**src/rtl/arith_pkg.sv**
```systemverilog
// Shared arithmetic-unit definitions: divider FSM encoding and default widths.
package arith_pkg;

  localparam int unsigned DEF_WIDTH = 32;
  localparam int unsigned DEF_CNT_W = $clog2(DEF_WIDTH);

  typedef logic [1:0] state_t;

  localparam state_t ST_IDLE = 2'd0;
  localparam state_t ST_CALC = 2'd1;
  localparam state_t ST_FIX  = 2'd2;

endpackage

```
**src/rtl/div_step.sv**
```systemverilog
// One combinational restoring-division step: shift in the next dividend bit,
// trial-subtract the divisor, keep the difference only if it did not go negative.
module div_step
  import arith_pkg::*;
#(
  parameter int unsigned WIDTH = DEF_WIDTH
) (
  input  logic [WIDTH-1:0] rem_i,
  input  logic             msb_i,
  input  logic [WIDTH-1:0] divisor_i,
  output logic [WIDTH-1:0] rem_o,
  output logic             q_bit_o
);

  logic [WIDTH:0] shifted;

  assign shifted = {rem_i, msb_i};

  // Partial remainder stays below the divisor, so the kept value always fits WIDTH bits
  assign q_bit_o = (shifted >= {1'b0, divisor_i});
  assign rem_o   = q_bit_o ? WIDTH'(shifted - {1'b0, divisor_i}) : shifted[WIDTH-1:0];

endmodule

```
**src/rtl/restoring_divider_sequential.sv**
```systemverilog
// Multi-cycle radix-2 restoring divider, one quotient bit per clock.
// Define DIV_SIGNED_EN for two's-complement truncating division; default is unsigned.
module restoring_divider_sequential
  import arith_pkg::*;
#(
  parameter int unsigned WIDTH = DEF_WIDTH
) (
  input  logic             clk,
  input  logic             rst,
  input  logic             start,
  input  logic [WIDTH-1:0] a,
  input  logic [WIDTH-1:0] b,
  output logic             busy,
  output logic             done,
  output logic [WIDTH-1:0] quotient,
  output logic [WIDTH-1:0] remainder,
  output logic             div_by_zero
);

  localparam int unsigned CNT_W = $clog2(WIDTH);

  state_t             state_q, state_d;
  logic [CNT_W-1:0]   cnt_q, cnt_d;
  logic [WIDTH-1:0]   rem_q, rem_d;
  logic [WIDTH-1:0]   dvd_q, dvd_d;
  logic [WIDTH-1:0]   dvs_q, dvs_d;
  logic               dz_q, dz_d;
  logic               busy_q, busy_d;
  logic               done_q, done_d;
  logic [WIDTH-1:0]   quo_q, quo_d;
  logic [WIDTH-1:0]   rmd_q, rmd_d;
  logic               dbz_q, dbz_d;
  logic [WIDTH-1:0]   a_mag, b_mag;
  logic [WIDTH-1:0]   step_rem;
  logic               step_q_bit;

`ifdef DIV_SIGNED_EN
  logic sa_q, sa_d;
  logic sq_q, sq_d;

  assign a_mag = a[WIDTH-1] ? -a : a;
  assign b_mag = b[WIDTH-1] ? -b : b;
`else
  assign a_mag = a;
  assign b_mag = b;
`endif

  div_step #(.WIDTH(WIDTH)) u_step (
    .rem_i     (rem_q),
    .msb_i     (dvd_q[WIDTH-1]),
    .divisor_i (dvs_q),
    .rem_o     (step_rem),
    .q_bit_o   (step_q_bit)
  );

  // State register
  always_ff @(posedge clk) begin
    if (rst) state_q <= ST_IDLE;
    else     state_q <= state_d;
  end

  // Next-state logic; a zero divisor skips the iteration entirely
  always_comb begin
    state_d = state_q;
    case (state_q)
      ST_IDLE: if (start) state_d = (b == '0) ? ST_FIX : ST_CALC;
      ST_CALC: if (cnt_q == '0) state_d = ST_FIX;
      ST_FIX:  state_d = ST_IDLE;
      default: state_d = ST_IDLE;
    endcase
  end

  // Datapath and output next-values; dvd doubles as the quotient shift register
  always_comb begin
    cnt_d  = cnt_q;
    rem_d  = rem_q;
    dvd_d  = dvd_q;
    dvs_d  = dvs_q;
    dz_d   = dz_q;
    busy_d = busy_q;
    done_d = 1'b0;
    quo_d  = quo_q;
    rmd_d  = rmd_q;
    dbz_d  = dbz_q;
`ifdef DIV_SIGNED_EN
    sa_d   = sa_q;
    sq_d   = sq_q;
`endif
    case (state_q)
      ST_IDLE: begin
        if (start) begin
          dvd_d  = a_mag;
          dvs_d  = b_mag;
          rem_d  = '0;
          cnt_d  = CNT_W'(WIDTH - 1);
          dz_d   = (b == '0);
          busy_d = 1'b1;
`ifdef DIV_SIGNED_EN
          sa_d   = a[WIDTH-1];
          sq_d   = a[WIDTH-1] ^ b[WIDTH-1];
`endif
        end
      end
      ST_CALC: begin
        rem_d = step_rem;
        dvd_d = {dvd_q[WIDTH-2:0], step_q_bit};
        cnt_d = cnt_q - CNT_W'(1);
      end
      ST_FIX: begin
        busy_d = 1'b0;
        done_d = 1'b1;
        dbz_d  = dz_q;
`ifdef DIV_SIGNED_EN
        // Divide-by-zero rebuilds the original dividend from magnitude and sign
        if (dz_q) begin
          quo_d = '1;
          rmd_d = sa_q ? -dvd_q : dvd_q;
        end else begin
          quo_d = sq_q ? -dvd_q : dvd_q;
          rmd_d = sa_q ? -rem_q : rem_q;
        end
`else
        if (dz_q) begin
          quo_d = '1;
          rmd_d = dvd_q;
        end else begin
          quo_d = dvd_q;
          rmd_d = rem_q;
        end
`endif
      end
      default: ;
    endcase
  end

  // Datapath and output registers
  always_ff @(posedge clk) begin
    if (rst) begin
      cnt_q  <= '0;
      rem_q  <= '0;
      dvd_q  <= '0;
      dvs_q  <= '0;
      dz_q   <= 1'b0;
      busy_q <= 1'b0;
      done_q <= 1'b0;
      quo_q  <= '0;
      rmd_q  <= '0;
      dbz_q  <= 1'b0;
`ifdef DIV_SIGNED_EN
      sa_q   <= 1'b0;
      sq_q   <= 1'b0;
`endif
    end else begin
      cnt_q  <= cnt_d;
      rem_q  <= rem_d;
      dvd_q  <= dvd_d;
      dvs_q  <= dvs_d;
      dz_q   <= dz_d;
      busy_q <= busy_d;
      done_q <= done_d;
      quo_q  <= quo_d;
      rmd_q  <= rmd_d;
      dbz_q  <= dbz_d;
`ifdef DIV_SIGNED_EN
      sa_q   <= sa_d;
      sq_q   <= sq_d;
`endif
    end
  end

  assign busy        = busy_q;
  assign done        = done_q;
  assign quotient    = quo_q;
  assign remainder   = rmd_q;
  assign div_by_zero = dbz_q;

endmodule

```
**config.mk**
```make
export PLATFORM = sky130hd
export DESIGN_NAME = restoring_divider_sequential
export DESIGN_NICKNAME = d
export VERILOG_FILES = /design/src/rtl/arith_pkg.sv /design/src/rtl/div_step.sv /design/src/rtl/restoring_divider_sequential.sv
export SDC_FILE = /design/constraint.sdc
export NUM_CORES = 1
export LEC_CHECK = 0
export CELL_PAD_IN_SITES_DETAIL_PLACEMENT = 1
export CELL_PAD_IN_SITES_GLOBAL_PLACEMENT = 1
export CORE_ASPECT_RATIO = 0.8
export CORE_UTILIZATION = 44
export CTS_CLUSTER_DIAMETER = 50
export DETAILED_ROUTE_END_ITERATION = 7
export GPL_TIMING_DRIVEN = 0
export HOLD_SLACK_MARGIN = 0.02
export PLACE_DENSITY = 0.91
export SETUP_SLACK_MARGIN = 0.15
export SLEW_MARGIN = 20
export SYNTH_ARGS = -nofsm -noshare
export SYNTH_HDL_FRONTEND = slang
export SYNTH_SLANG_ARGS = --single-unit
```
**constraint.sdc**
```tcl
create_clock -name clk -period 7.4 [get_ports clk]
set_input_delay 1.85 -clock clk [delete_from_list [all_inputs] [get_ports clk]]
set_output_delay 1.85 -clock clk [all_outputs]
set_load 0.1 [all_outputs]
```
==> Yosys cells after proc, flatten, opt, wreduce, memory -nomap -nowiden <==
Cells that the tools add are included.
{ "op_classes": {"addsub": 2, "magnitude_cmp": 1, "eq_ne": 4, "muxes": 16, "n_reduce_logical": 9} }
{ "op_table": {"columns": ["operator", "n"], "rows": [
  ["32-bit 2-to-1 mux", 5],
  ["32-bit case mux with 2 select lines", 2],
  ["33-bit by 32-bit >= comparator with 1-bit output", 1],
  ["32-bit logical NOT", 1],
  ["32-bit subtractor", 1],
  ["5-bit case mux with 2 select lines", 1],
  ["2-bit AND reduction", 4],
  ["2-bit 2-to-1 mux", 3],
  ["5-bit logical NOT", 1],
  ["5-bit 2-to-1 mux", 1],
  ["5-bit by 1-bit subtractor with 5-bit output, second input constant", 1],
  ["2-bit inequality test, second input constant", 2],
  ["2-bit case mux with 2 select lines", 1],
  ["2-bit nonzero test", 2],
  ["2-bit by 1-bit equality test with 1-bit output, second input constant", 1],
  ["2-bit equality test, second input constant", 1],
  ["2-bit logical NOT", 1],
  ["1-bit 2-to-1 mux", 2],
  ["1-bit case mux with 2 select lines", 1]
]} }
{ "totals": {"ff_bits": 171, "in_bits": 67, "out_inout_bits": 67} }

==> Logic depth before layout (Yosys ltp) <==
Gate-level depths: netlist of run 1.
{ "logic_depth": {"word_depth": 4, "ltp_mapped": 13, "ltp_nobuf": 11} }

==> Cells and area by module <==
A second synthesis of run 1 with hierarchy kept.
{ "unflattened": {"hier_cells": 1129, "area_unflattened_um2": 9137.5} }
{ "by_module_without_submodules": {"columns": ["mod", "n_inst", "cells_per_inst", "area_per_inst_um2", "seq_area_each_um2"], "rows": [
  ["restoring_divider_sequential", 1, 806, 6806.5, 3423.3],
  ["div_step", 1, 323, 2331.0, 0.0]
]} }

==> Worst setup path before layout of run 1 <==
Ideal clock, no wire load.
{ "synth_path": {"kind": "input -> register", "from": "input port start", "to": "register rem_q[13]", "setup_time_ns": 0.125, "t_arrival_ns": 3.047, "required_ns": 7.275, "path_slack_ns": 4.228, "cell_stages": 7, "n_path_buf": 2, "cell_sequence": "clkbuf_1 -> nor2_1 -> nor2_1 -> nor2_1 -> clkbuf_1 -> a32oi_1 -> o21ai_0"} }
{ "synth_via": {"elab_chain_len": 2} }
{ "synth_rtl": {"columns": ["item", "line", "source"], "rows": [
  ["start: declaration", "restoring_divider_sequential.sv:10", "input logic start,"],
  ["2-bit inequality test (no source line)", null, null],
  ["2-bit AND reduction (no source line)", null, null],
  ["end signal: assignment", "restoring_divider_sequential.sv:155", "rem_q <= rem_d;"],
  ["end: declaration", "restoring_divider_sequential.sv:24", "logic [WIDTH-1:0] rem_q, rem_d;"]
]} }
No other way between the ends.
A chain may end at the register's enable or synchronous reset.

==> Worst setup path in the final report of run 1 <==
{ "layout_path": {"from": "register rmd_q[0], in the netlist remainder[0]", "to": "output port remainder[0]"} }
{ "layout_lines": {"columns": ["item", "line", "source"], "rows": [
  ["start: declaration", "restoring_divider_sequential.sv:31", "logic [WIDTH-1:0] rmd_q, rmd_d;"],
  ["start signal: assignment", "restoring_divider_sequential.sv:162", "rmd_q <= rmd_d;"],
  ["end: declaration", "restoring_divider_sequential.sv:16", "output logic [WIDTH-1:0] remainder,"]
]} }
No word-level cell between the ends.

==> metrics.md, run 1 <==
| Metric | Value |
|---|---|
| Drt wl/cell | `22.25 um` |
| Gate power share | `31.4%` |
| Yosys warnings | `0` |
| Ys async rst share | `0%` |
| HP Class | `flip-flop to flip-flop` |
| Hold Fails Final Rpt | `0` |
| Gr usage total | `32.39%` |
| Crit path cell chain | `clkdlybuf4s50_1` |
| Routed vias | `9172` |
| Syn-to-layout area delta | `25.43%` |
| Slew margin rel. | `33.25%` |
| Port bufs | `131` |
| Postcts setup bufs | `0` |
| Placed cell area | `10570 um2` |
| Maximum root-to-sink buffer count | `2` |
| CTS Buf Count | `17` |
| Met2 usage in global routing | `54.34%` |
| Pins Over Slew Limit | `0` |
| CTS tree | `built` |
| Seq pwr share | `35.7%` |
| Sw Share | `37.42%` |
| Die area | `20870 um2` |
| P_sw | `1.107 mW` |
| Maximum VDD drop | `0.1609 mV` |
| Critical R2R Launch | `rem_q[24]` |
| Critical path required time | `5550 ps` |
| Synth cell count leaders | `dfxtp_1, nor2_1, nand2_1, nor3_1, clkbuf_1` |
| Maximum fanout along the worst path | `2` |
| Initial Utilization | `44.97%` |
| Initial antenna violation count | `0` |
| Avg Inst Size Synth | `8.330 um2` |
| First-pass GRT wire length | `52770 um` |
| H-Tree Depth | `4` |
| Vias per inst | `6.119` |
| Count leader, synth | `dfxtp_1` |
| Final Instance Area | `11200 um2` |
| Register bit total from synthesis | `171` |
| Crit path from | `remainder[0]` |
| Final setup vio count | `0` |
| Leading area contributor after synthesis | `dfxtp_1` |
| Met3 usage | `6.306%` |
| Share of the synthesized area in the top cell type | `38.34%` |
| Max-Cap Viols | `0` |
| Dpl ws | `3417 ps` |
| Gr ovfl total | `0` |
| Clk_skew | `9.082 ps` |
| Pwr Density | `264.3 nW/um2` |
| Synth area leaders | `dfxtp_1, mux2i_1, nor2_1` |
| Root Buffer Master | `clkbuf_16` |
| Cells after synthesis | `1072` |
| Setup slack, reg-to-reg | `4170 ps` |
| Top delay family on crit path | `buffers and inverters` |
| Num rows | `46` |
| Nets | `1324` |
| Overall die height | `129.4 um` |
| Antenna Nets Post-Route | `0` |
| Synthesized area | `8930 um2` |
| DR pass1 iterations | `5` |
| Prevailing post-synth register cell | `dfxtp_1` |
| Crit path DAT | `2030 ps` |
| Gpl congestion | `0.9144` |
| Number of antenna diodes | `0` |
| Total core area | `19860 um2` |
| Reg-to-Reg End | `rem_q[18]` |
| Final wirelength | `33350 um` |
| Vias in the first global route | `9605` |
| CTS clk-pin slew, worst paths | `70 ps` |
| R2R depth | `10` |
| Top Ports | `134` |
| Hpwl dp | `23580 um` |
| Critical path type | `flip-flop to output port` |
| Period utilization | `52.37%` |
| Die width | `161.3 um` |
| DRC violations left | `0` |
| CP bufs+invs | `1` |
| Crit end category | `output port` |
| Pleak | `4.126 nW` |
| Iter 0 DRT Violations | `701` |
| F_max | `258.0 MHz` |
| Levels on crit path | `1` |
| Clock power share | `32.9%` |
| Status | `finished clean` |
| Post-synth EDFFs | `0` |
| Most Crowded Layer GR | `met2` |
| Syn nets | `1174` |
| Final WS setup | `3524 ps` |
| Largest net degree at the start of global routing | `19` |
| # resized after CTS | `0` |
| Share of cells above drive strength 1 | `7.530%` |
| CP max stage delay | `1170 ps` |
| Cell-internal power | `1.852 mW` |
| Clk sink count | `171` |
| Slew @ Worst Pin | `998.1 ps` |
| Seq/Total Area, Yosys | `38.34%` |
| Worst Setup EP | `remainder[0]` |
| Library cells used by synthesis | `70` |
| Clk_lat worst skew | `450 ps` |
| # hold bufs at CTS | `0` |
| Min Tclk post-route | `3876 ps` |
| Setup_tns | `0 ps` |
| CP Launch Type | `flip-flop` |
| Unrepaired setup endpoints after global routing | `false` |
| M1 GR Usage | `40.54%` |
| Max stage delay cell, worst path | `clkdlybuf4s50_1` |
[layout make-up]
type	count	area, um2
clock inverter	15	203.9
clock buffer	17	425.4
timing repair buffer	131	1311
multi-input combinational	779	4969
buffer	81	384.1
fill	2364	8656
tap	264	330.3
inverter	41	153.9
sequential	171	3423
[per-layer routing]
metal  vias up  routed length (um)
met3        97                2322
met5         -                   0
met4         0                1159
met2       435               15610
met1      4475               14250
li1       4165                   -
[cell families after synthesis]
family	after synthesis	synth area share (%)
multiplexers	51	5.717
flip-flops	171	38.34
adder cells (fa/ha/maj)	35	4.988
XOR/XNOR	28	2.746
AND/OR/NAND/NOR	381	19.24
AO/OA/AOI/OAI	284	22.95
buffers and inverters	122	6.025
[worst min-delay path by stage]
stage,startpoint,to,slack (ps),depth (start not counted)
after floorplan,dvs_q[10],dvs_q[10],440,2
after global placement,dvs_q[30],dvs_q[30],440,2
after detailed placement,dvs_q[6],dvs_q[6],450,2
after CTS,dvs_q[6],dvs_q[6],460,2
after global routing,dvs_q[21],dvs_q[21],480,2
final,dvs_q[6],dvs_q[6],450,2
[per-stage QoR]
step / util, % / total power, mW / hold WS (ps) / instances
global route: 56.41 / 3.060 / 478.4 / 1499
CTS: 56.41 / 2.940 / 459.1 / 1499
detailed placement: 53.24 / 1.961 / 449.3 / 1467
finish: 56.41 / 2.960 / 454.6 / 1499
global placement: 53.24 / 1.935 / 444.5 / 1467
floorplan: - / 1.708 / 436.3 / 1072
[worst reg2reg max path, stage by stage (launching register included)]
cell and delay (ps):
dfxtp_1 380, ha_1 310, clkbuf_1 390, nand4_1 290
nor4_1 300, a21boi_1 200, a31oi_1 310, nand2_1 220
buf_2 250, a32oi_1 270, o21ai_0 160
[sequential cells by signal, indices dropped and copies added, names as in the netlist]
signal / count
done: 1
div_by_zero: 1
dvd_q: 32
state_q: 2
busy: 1
cnt_q: 5
quotient: 32
dvs_q: 32
remainder: 32
dz_q: 1
rem_q: 32
[power groups by stage]
stage	combinational [mW]	sequential, mW	clock (mW)
after floorplan	0.528	1.18	0
after global placement	0.864	1.07	0
after detailed placement	0.889	1.07	0
after CTS	0.913	1.05	0.973
after global routing	0.990	1.06	1.01
final	0.929	1.06	0.974
[cells in the final DEF (no fill, tap or decap), types with 6 or more instances in the layout]
master             n
clkbuf_1          65
nand2b_1           7
a211oi_1          37
nor4_1            13
o21a_1             6
xnor2_1           18
o221a_2           31
inv_8              7
dfxtp_1          171
clkdlybuf4s50_1  131
nand4_1           14
clkbuf_16         17
nor3_1            70
inv_1             39
a2bb2oi_1         30
ha_1              34
a21oi_1           64
o21ai_1           23
mux2i_1           51
a32oi_1           11
xor2_1            10
nand2_1          116
a21o_1             9
o21ai_0           30
nor2_1           128
a31oi_1            6
nand3_1            7
No activity file was read; power rests on OpenSTA's default activity.
==> run 2: changes to the inputs <==
--- a/config.mk
+++ b/config.mk
@@ -8,12 +8,12 @@
 export CELL_PAD_IN_SITES_DETAIL_PLACEMENT = 1
 export CELL_PAD_IN_SITES_GLOBAL_PLACEMENT = 1
 export CORE_ASPECT_RATIO = 0.8
-export CORE_UTILIZATION = 44
+export CORE_UTILIZATION = 41
 export CTS_CLUSTER_DIAMETER = 50
 export DETAILED_ROUTE_END_ITERATION = 7
 export GPL_TIMING_DRIVEN = 0
 export HOLD_SLACK_MARGIN = 0.02
-export PLACE_DENSITY = 0.91
+export PLACE_DENSITY = 0.86
 export SETUP_SLACK_MARGIN = 0.15
 export SLEW_MARGIN = 20
 export SYNTH_ARGS = -nofsm -noshare
==> constraint.sdc (replaced) <==
create_clock -name clk -period 3.8 [get_ports clk]
set_input_delay 0.95 -clock clk [delete_from_list [all_inputs] [get_ports clk]]
set_output_delay 0.95 -clock clk [all_outputs]
set_load 0.1 [all_outputs]
==> run 2 against run 1 <==
  * Sequential share of layout area grew 0.13 points
  * Non-clock buffer count did not move
  * Largest power group unchanged
  * Register-to-register slack got worse by 3400 ps
  * Die area grew 7.2%
  * Global-route usage decreased by 4.2 points
  * Core utilization is 3.3 points lower
==> metrics.md, run 2 (synthesized netlist as in run 1, its figures left out) <==
| Metric | Value |
|---|---|
| Crit end category | `flip-flop (was output port)` |
| Routed vias | `8866 (was 9172)` |
| DRC violations left | `0 (unchanged)` |
| Root Buffer Master | `clkbuf_16 (unchanged)` |
| Area of the multi-input gates | `4969 um2 (unchanged)` |
| Hold WS | `457.4 ps (was 454.6 ps)` |
| Gr usage total | `28.21% (was 32.39%)` |
| Post-Layout Cell Count | `1503 (was 1499)` |
| Die width | `167 um (was 161.3 um)` |
| CTS Buf Count | `17 (unchanged)` |
| Top Ports | `134 (unchanged)` |
| CTS clk-pin slew, worst paths | `70 ps (about the same)` |
| Placed cell area | `10580 um2 (was 10570 um2)` |
| Max-Cap Viols | `0 (unchanged)` |
| Initial antenna violation count | `0 (unchanged)` |
| F_max | `327.5 MHz` |
| Unrepaired setup endpoints after global routing | `false (unchanged)` |
| Worst hold path cell count | `2 (unchanged)` |
| Nets | `1324 (unchanged)` |
| R2R depth | `11 (was 10)` |
| Overall die height | `134 um (was 129.4 um)` |
| Syn-to-layout area delta | `24.88% (was 25.43%)` |
| Maximum VDD drop | `0.2173 mV (was 0.1609 mV)` |
| Maximum fanout along the worst path | `10 (was 2)` |
| H-Tree Depth | `4 (unchanged)` |
| Most common cell after layout, fill and taps aside | `dfxtp_1 (unchanged)` |
| Pwr Density | `502.1 nW/um2 (was 264.3 nW/um2)` |
| Final Instance Area | `11150 um2 (was 11200 um2)` |
| Clk sink count | `171 (unchanged)` |
| Vias in the first global route | `9021 (was 9605)` |
| Setup_tns | `0 ps (unchanged)` |
| Iter 0 DRT Violations | `644 (was 701)` |
| Final WS setup | `746.7 ps (was 3524 ps)` |
| Pleak | `4.103 nW (was 4.126 nW)` |
| Slew margin rel. | `33.12% (was 33.25%)` |
| Clk_lat worst skew | `450 ps (about the same)` |
| # hold bufs at CTS | `0 (unchanged)` |
| Number of antenna diodes | `0 (unchanged)` |
| Inst Count DP | `1472 (was 1467)` |
| Initial Utilization | `42.54% (was 44.97%)` |
| Hold Fails Final Rpt | `0 (unchanged)` |
| Power Total | `5.599 mW (was 2.960 mW)` |
| Largest net degree at the start of global routing | `19 (unchanged)` |
| Dpl ws | `684.1 ps (was 3417 ps)` |
| Share of cells above drive strength 1 | `7.455% (was 7.530%)` |
| Drt wl/cell | `21.04 um (was 22.25 um)` |
| Total core area | `20990 um2 (was 19860 um2)` |
| Critical path required time | `4110 ps (was 5550 ps)` |
| Hpwl dp | `23960 um (was 23580 um)` |
| Core Util, Final | `53.12% (was 56.41%)` |
| # resized after CTS | `0 (unchanged)` |
| Maximum root-to-sink buffer count | `2 (unchanged)` |
| Die area | `22380 um2 (was 20870 um2)` |
| CTS tree | `built (unchanged)` |
| Min Tclk post-route | `3053 ps` |
| Crit path DAT | `3370 ps (was 2030 ps)` |
| Vias per inst | `5.899 (was 6.119)` |
| Sequential cell area | `3423 um2 (unchanged)` |
| Port bufs | `131 (unchanged)` |
| Period utilization | `80.35%` |
| CP Launch Type | `flip-flop (unchanged)` |
| Slew @ Worst Pin | `1000 ps (was 998.1 ps)` |
| Final wirelength | `31620 um (was 33350 um)` |
| Antenna Nets Post-Route | `0 (unchanged)` |
| DR pass1 iterations | `6 (was 5)` |
| Final setup vio count | `0 (unchanged)` |
| First-pass GRT wire length | `49530 um (was 52770 um)` |
| Clk_skew | `12.08 ps (was 9.082 ps)` |
| Most frequent cells in the layout | `dfxtp_1, clkdlybuf4s50_1, nor2_1 (unchanged)` |
| Num rows | `47 (was 46)` |
| Gr ovfl total | `0 (unchanged)` |
| Critical path type | `flip-flop to flip-flop (was flip-flop to output port)` |
| HP Class | `flip-flop to flip-flop (unchanged)` |
| Fillcell total | `2544 (was 2364)` |
| Gpl congestion | `0.9124 (was 0.9144)` |
| Status | `finished clean (unchanged)` |
| Pins Over Slew Limit | `0 (unchanged)` |
| Postcts setup bufs | `0 (unchanged)` |
run 2: changes by cell type in the layout (fill, tap and decap cells not counted), sizes merged:
cell / before / now
inv: 48 / 49
clkinvlp: 2 / 1
bufinv: 2 / 0
clkinv: 4 / 5
run 2: area by class of cell:
class | instances | area share [%]
Clock inverter | 14 | 1.335
Tap cell | 269 | 3.018
Sequential cell | 171 | 30.70
Multi-Input combinational cell | 779 | 44.55
Buffer | 81 | 3.444
Timing Repair Buffer | 131 | 11.76
Inverter | 41 | 1.380
Clock buffer | 17 | 3.815
run 2: path summary, 6_finish.rpt:
kind         slack, ps   endpoint  startpoint
max                750   rem_q[2]   rem_q[24]
min                460  dvs_q[30]   dvs_q[30]
max reg2reg        750   rem_q[2]   rem_q[24]
min reg2reg        460  dvs_q[30]   dvs_q[30]
run 2: critical path, cell delays in order, from the launching register on:
cell	delay, ps
dfxtp_1	390
ha_1	310
clkbuf_1	390
nand4_1	250
nor4_1	320
a21boi_1	180
a31oi_1	280
and2_4	200
buf_12	120
buf_12	140
mux2i_1	260
o21ai_1	80
run 2: metal layers:
layer  track usage, %  wire length [um]  vias up  share of wire, %
li1                 -                 -     4165                 -
met1            38.45             14920     4331                47
met2            45.79             14310      312                45
met3            3.629              1602       58               5.1
met4            10.24               787        0               2.5
met5                0                 0        -                 0
run 2: power by group:
part	internal [mW]	switching, mW
registers	1.92	0.131
clock network	0.877	0.880
logic	0.671	1.12
